==> src/rtl/if_fetch_unit.sv <==
// Instruction-fetch stage: owns the PC, issues one outstanding IMem request at a time,
// and queues returned words in a 2-entry buffer whose head feeds the IF/ID register.
module if_fetch_unit #(
  parameter logic [15:0] RESET_PC = 16'h0000
) (
  input  logic        clk,
  input  logic        rest,
  input  logic        Freze,
  input  logic        Jump,
  input  logic [15:0] JumpAddress,
  input  logic        brTaken,
  input  logic [15:0] BranchAddress,
  output logic        IMem_Req,
  output logic [15:0] IMem_Addr,
  input  logic        IMem_Ack,
  input  logic        IMem_Valid,
  input  logic [15:0] IMem_Data,
  output logic [15:0] Source_Out,
  output logic [15:0] PCPlus2_Out,
  output logic        Valid_Out
);

  localparam logic [1:0] ST_FETCH   = 2'd0;
  localparam logic [1:0] ST_WAIT    = 2'd1;
  localparam logic [1:0] ST_DISCARD = 2'd2;
  localparam logic [15:0] RESET_PC_ALIGNED = {RESET_PC[15:1], 1'b0};

  logic [15:0] pc_reg, pc_next;
  logic [15:0] tag_reg, tag_next;
  logic [1:0]  state_reg, state_next;
  logic [1:0]  count_reg, count_next;
  logic [15:0] instr_reg   [2];
  logic [15:0] pcplus2_reg [2];

  logic        redirect;
  logic [15:0] target_raw;
  logic [15:0] target;
  logic        fetch_fire;
  logic        push;
  logic        pop;
  logic        wr_idx;
  logic [15:0] tag_plus2;

  // Branch wins over jump; instructions are halfword aligned.
  assign redirect   = brTaken | Jump;
  assign target_raw = brTaken ? BranchAddress : JumpAddress;
  assign target     = target_raw & 16'hFFFE;

  assign IMem_Req   = rest & (state_reg == ST_FETCH) & (count_reg < 2'd2) & ~redirect;
  assign IMem_Addr  = pc_reg;
  assign fetch_fire = IMem_Req & IMem_Ack;

  assign push      = (state_reg == ST_WAIT) & IMem_Valid & ~redirect;
  assign Valid_Out = (count_reg != 2'd0);
  assign pop       = Valid_Out & ~Freze & ~redirect;
  assign tag_plus2 = tag_reg + 16'd2;

  // Slot the new word lands in after this cycle's pop has shifted the head.
  assign wr_idx = (count_reg == 2'd2) | ((count_reg == 2'd1) & ~pop);

  assign Source_Out  = Valid_Out ? instr_reg[0]   : 16'h0000;
  assign PCPlus2_Out = Valid_Out ? pcplus2_reg[0] : 16'h0000;

  always_comb begin
    state_next = state_reg;
    pc_next    = pc_reg;
    tag_next   = tag_reg;
    count_next = count_reg;
    if (redirect) begin
      pc_next    = target;
      count_next = 2'd0;
      case (state_reg)
        ST_WAIT:    state_next = IMem_Valid ? ST_FETCH : ST_DISCARD;
        ST_DISCARD: state_next = IMem_Valid ? ST_FETCH : ST_DISCARD;
        default:    state_next = ST_FETCH;
      endcase
    end else begin
      case (state_reg)
        ST_FETCH: begin
          if (fetch_fire) begin
            tag_next   = pc_reg;
            pc_next    = pc_reg + 16'd2;
            state_next = ST_WAIT;
          end
        end
        ST_WAIT:    if (IMem_Valid) state_next = ST_FETCH;
        ST_DISCARD: if (IMem_Valid) state_next = ST_FETCH;
        default:    state_next = ST_FETCH;
      endcase
      case ({push, pop})
        2'b10:   count_next = count_reg + 2'd1;
        2'b01:   count_next = count_reg - 2'd1;
        default: count_next = count_reg;
      endcase
    end
  end

  always_ff @(posedge clk or negedge rest) begin
    if (!rest) begin
      pc_reg    <= RESET_PC_ALIGNED;
      tag_reg   <= 16'h0000;
      state_reg <= ST_FETCH;
      count_reg <= 2'd0;
    end else begin
      pc_reg    <= pc_next;
      tag_reg   <= tag_next;
      state_reg <= state_next;
      count_reg <= count_next;
    end
  end

  // Pop shifts the tail forward; a same-cycle push then writes the freed slot.
  always_ff @(posedge clk or negedge rest) begin
    if (!rest) begin
      instr_reg[0]   <= 16'h0000;
      instr_reg[1]   <= 16'h0000;
      pcplus2_reg[0] <= 16'h0000;
      pcplus2_reg[1] <= 16'h0000;
    end else begin
      if (pop) begin
        instr_reg[0]   <= instr_reg[1];
        pcplus2_reg[0] <= pcplus2_reg[1];
      end
      if (push) begin
        instr_reg[wr_idx]   <= IMem_Data;
        pcplus2_reg[wr_idx] <= tag_plus2;
      end
    end
  end

endmodule

==> config.mk <==
export PLATFORM = sky130hd
export DESIGN_NAME = if_fetch_unit
export DESIGN_NICKNAME = d
export VERILOG_FILES = /design/src/rtl/if_fetch_unit.sv
export SDC_FILE = /design/constraint.sdc
export NUM_CORES = 1
export LEC_CHECK = 0
export BUFFER_PORTS_ARGS = -buffer_cell sky130_fd_sc_hd__buf_2
export CELL_PAD_IN_SITES_DETAIL_PLACEMENT = 1
export CELL_PAD_IN_SITES_GLOBAL_PLACEMENT = 1
export CORE_MARGIN = 2
export CORE_UTILIZATION = 34
export CTS_CLUSTER_DIAMETER = 120
export DETAILED_ROUTE_END_ITERATION = 10
export PLACE_DENSITY_LB_ADDON = 0.1
export SYNTH_ARGS = -nofsm -noshare
export SYNTH_HDL_FRONTEND = slang
export SYNTH_SLANG_ARGS = --single-unit
==> constraint.sdc <==
create_clock -name clk -period 5.55 [get_ports clk]
set_clock_uncertainty 0.1 [all_clocks]
set_input_delay 1.11 -clock clk [delete_from_list [all_inputs] [get_ports clk]]
set_output_delay 1.11 -clock clk [all_outputs]
set_load 0.1 [all_outputs]
Word-level counts from Yosys, hierarchy flattened:

Index checks and enable logic that the tools add are counted.

* add/sub/neg operators: 4
* order comparisons: 3
* equal/unequal tests: 8
* multiplexer cells: 22
* bitwise logic cells: 15
* reductions and logical operators: 10

Operators by type and width (number)
* $mux W16: 9
* $bwmux W32: 2
* $mux W32: 2
* $add A16 B2 Y16 const B: 2
* $demux W16 S1: 1
* $mux W2: 6
* $and A1 B1 Y1: 9
* $pmux W2 S2: 2
* $eq A2 B1 Y1 const B: 3
* $eq A2 B2 Y1 const B: 3
* $reduce_bool A2 Y1: 3
* $reduce_and A2 Y1: 2
* $ne A3 B1 Y1 const B: 1
* $ne A3 B3 Y1 const B: 1
* $not A1 Y1: 3
* $reduce_and A3 Y1: 1
* $reduce_bool A3 Y1: 1
* $add A2 B1 Y2 const B: 1
* $ge A2 B2 Y1 const B: 1
* $logic_not A2 Y1: 1
* $lt A2 B1 Y1 const B: 1
* $lt A2 B2 Y1 const B: 1
* $not A1 Y2: 1
* $or A1 B1 Y1: 2
* other kinds (3): 3

* bits in registers: 100
* input port bits: 55
* output and inout port bits: 50
* word-level logic and storage cells: 70

Depth between registers and ports, before layout:

* depth after elaboration: 13
* mapped depth: 9
* depth with buffers taken out: 6

Least setup slack after synthesis:

No wires, ideal clock.

* kind: input to output
* start point: input Jump
* end point: output IMem_Req
* arrival: 2339 ps
* data required time: 4340 ps
* setup slack: 2001 ps
* stages: 3
* path buffers: 1
* cells stage by stage: clkbuf_1 nor2_1 and4_1

* cells in the longest elaborated chain, start to end: 3

RTL lines
* start: declaration: RTL line 9 `input logic Jump,`
* $or A1 B1 Y1: RTL line 45 `assign redirect = brTaken | Jump;`
* $not A1 Y1 (no source line)
* $and A1 B1 Y1: RTL line 49 `assign IMem_Req = rest & (state_reg == ST_FETCH) & (count_reg < 2'd2) & ~redirect;`
* end: declaration: RTL line 13 `output logic IMem_Req,`

Every way passes these cells.

Worst setup path in the final report:

* start point: input rest
* end point: output IMem_Req

* cells in the longest elaborated chain, start to end: 3

RTL lines
* start: declaration: RTL line 7 `input logic rest,`
* $and A1 B1 Y1 (3 in series): RTL line 49

Every way passes these cells.

==> metrics.yaml <==
run_status: "finished clean"
synth_top_family_by_area: "simple AND/OR/NAND/NOR gates"
holdPathStages: 2
cts_tree: "done"
yosysWarnings: 0
hpwl_mm: 9.23
clkTransAtPathRegs_ns: 0.06
fin_tns_setup_ns: 0
yosys-mux-area-fraction: 0.123
fin_ws_ns: 1.94
worstSetupStartpoint: "rest"
dp_slack_ns: 1.67
arrival_ns: 2.40
grt-ovfl-total: 0
synth_seq_cells: 97
antenna_found_initial: 0
hp-class: "reg -> reg"
syn_area_per_cell_um2: 10.3
drtIter0Drc: 160
yosys-top-cells-count: "dfrtp_1, nand2_1, nor2b_1"
routedWlPerCell_um: 16.9
routed-via-count: 4011
clock_latency_ns: 0.34
peakVddDrop_uv: 174
timing.rr.start: "count_reg[1]$_DFFE_PN0P_"
clockRootBuffer: "clkbuf_16"
synth-simple-area-share: 0.177
place_inst: 759
maxCapViolCount: 0
cts.path.max_buffers: 2
synth_compound_area_frac: 0.123
synthArstFlopShare: 1.00
diodes: 0
die_x_um: 127
synth_area_leader_cell: "dfrtp_1"
fmax_mhz: 277
grt_pass1_vias: 4319
ant_nets: 0
worst_ep_required_time_ns: 4.34
grt_start_max_net_pins: 54
p_per_area_mw_per_mm2: 320
grt_pass1_wl_mm: 22.3
rsz0062_at_grt: "no"
cts_resized: 0
largest_reg_flops: 32
cts_sinks: 97
yosysMostFrequentCell: "dfrtp_1"
synth_area_leaders: "dfrtp_1, mux2_2, nand2_1, mux2i_1, nor2b_1"
postSynthCellCount: 500
numPortBuffers: 101
rr_endpoint: "instr_reg[14]$_DFFE_PN0P_"
design_area_mm2: 0.00603
io_pins: 105
critPathMaxFanout: 53
synthAdderAreaFrac: 0.0210
die_h_um: 127
ys_seq_area_frac: 0.473
slew_headroom: 0.337
syn2layout_area_growth_pct: 17.4
synth_top_area_share: 0.473
vias_per_cell: 5.19
start_util: 0.351
drt-total-wl_mm: 13.1
drc: 0
p_leak_uw: 0.00286
placed_area_mm2: 0.00574
grtUsageTotal: 0.171
nNetsFinal: 648
first_pass_iters: 4
dieArea_mm2: 0.0161
synthFlopType: "dfrtp_1"
cts_inserted_buffers: 9
stdcell_count: 773
postCtsHoldBufs: 0
crit_end: "IMem_Req"
r2r_cells: 7
synth-xor-area-share: 0.0375
core_mm2: 0.0146
timing.final.crit_share: 0.650
drv_slew: 0
critPathLaunchType: "input port"
layout-drive-gt1-share: 0.302
h-tree-depth: 3
synth_edf_count: 0
syn_nets: 562
finalSetupViolCount: 0
tightestPinTransition_ns: 0.995
finalHoldViolations: 0
place_congestion: 0.808
synthesis.area_mm2: 0.00513
rows: 44
post_cts_buffers: 0
ys_types: 48
crit_type: "in -> out"
period_needed_ns: 3.61
reg2reg_setup_slack_ns: 2.44
crit_path_end_kind: "primary output"
[layout make-up]
type | instances | area, um2
clock inverter | 4 | 45.0
timing repair buffer | 107 | 553
multi-input combinational | 358 | 2480
clock buffer | 10 | 239
fill | 1729 | 8620
tap | 184 | 230
inverter | 13 | 48.8
sequential | 97 | 2430
[placed cells by master, fill, tap and decap left out, types with 8 or more instances in the layout]
| cell | count |
|---|---|
| and3_1 | 9 |
| dfrtp_1 | 97 |
| nand2_1 | 74 |
| nor2b_1 | 39 |
| nor3_1 | 8 |
| mux2i_1 | 26 |
| mux2_2 | 33 |
| nor2_1 | 11 |
| clkbuf_16 | 9 |
| o21ai_2 | 20 |
| a21oi_1 | 19 |
| nor4_1 | 8 |
| o21ai_0 | 16 |
| buf_2 | 100 |
| nand4_1 | 9 |
| inv_1 | 13 |
| xnor2_1 | 16 |
[cells by family (layout without fill, tap and decap cells)]
logic type / Yosys count / in the layout
simple gates: 179 / 179
flops: 97 / 97
compound gates: 88 / 88
mux: 59 / 59
buf+inv: 45 / 134
xor+xnor: 22 / 22
fa+ha+maj: 9 / 9
other cells: 1 / 1
[worst min path at each step]
stage                                       end                   startpoint  slack (ns)
floorplan           pcplus2_reg[12]$_DFFE_PN0P_  pcplus2_reg[12]$_DFFE_PN0P_        0.35
global placement     pcplus2_reg[8]$_DFFE_PN0P_   pcplus2_reg[8]$_DFFE_PN0P_        0.36
detailed placement   pcplus2_reg[6]$_DFFE_PN0P_   pcplus2_reg[6]$_DFFE_PN0P_        0.37
CTS                  pcplus2_reg[6]$_DFFE_PN0P_   pcplus2_reg[6]$_DFFE_PN0P_        0.39
global route          instr_reg[13]$_DFFE_PN0P_    instr_reg[13]$_DFFE_PN0P_        0.41
finish              pcplus2_reg[13]$_DFFE_PN0P_  pcplus2_reg[13]$_DFFE_PN0P_        0.39
[power by group]
part,switching [uW],total (uW),internal [uW]
registers,100,902,801
clock network,257,611,354
logic,262,416,153
[worst max-delay path, stage by stage]
cell and delay, ns:
buf_4 0.51, and4_1 0.29, buf_2 0.43
[through the flow]
stage                     utilization  hold slack [ns]  total power, uW
after floorplan                     -            0.350             1200
after global placement          0.392            0.361             1320
after detailed placement        0.392            0.373             1340
after CTS                       0.412            0.388             1960
after global routing            0.412            0.414             2040
final                           0.412            0.388             1930
[metal layers]
metal / wire length, um / track usage / vias up
met1: 6210 / 0.221 / 2015
met4: 107 / 0.0330 / 0
met5: 0 / 0 / -
met2: 6320 / 0.295 / 65
li1: - / - / 1927
met3: 446 / 0.0413 / 4
Power figures use the tool's default switching activity.
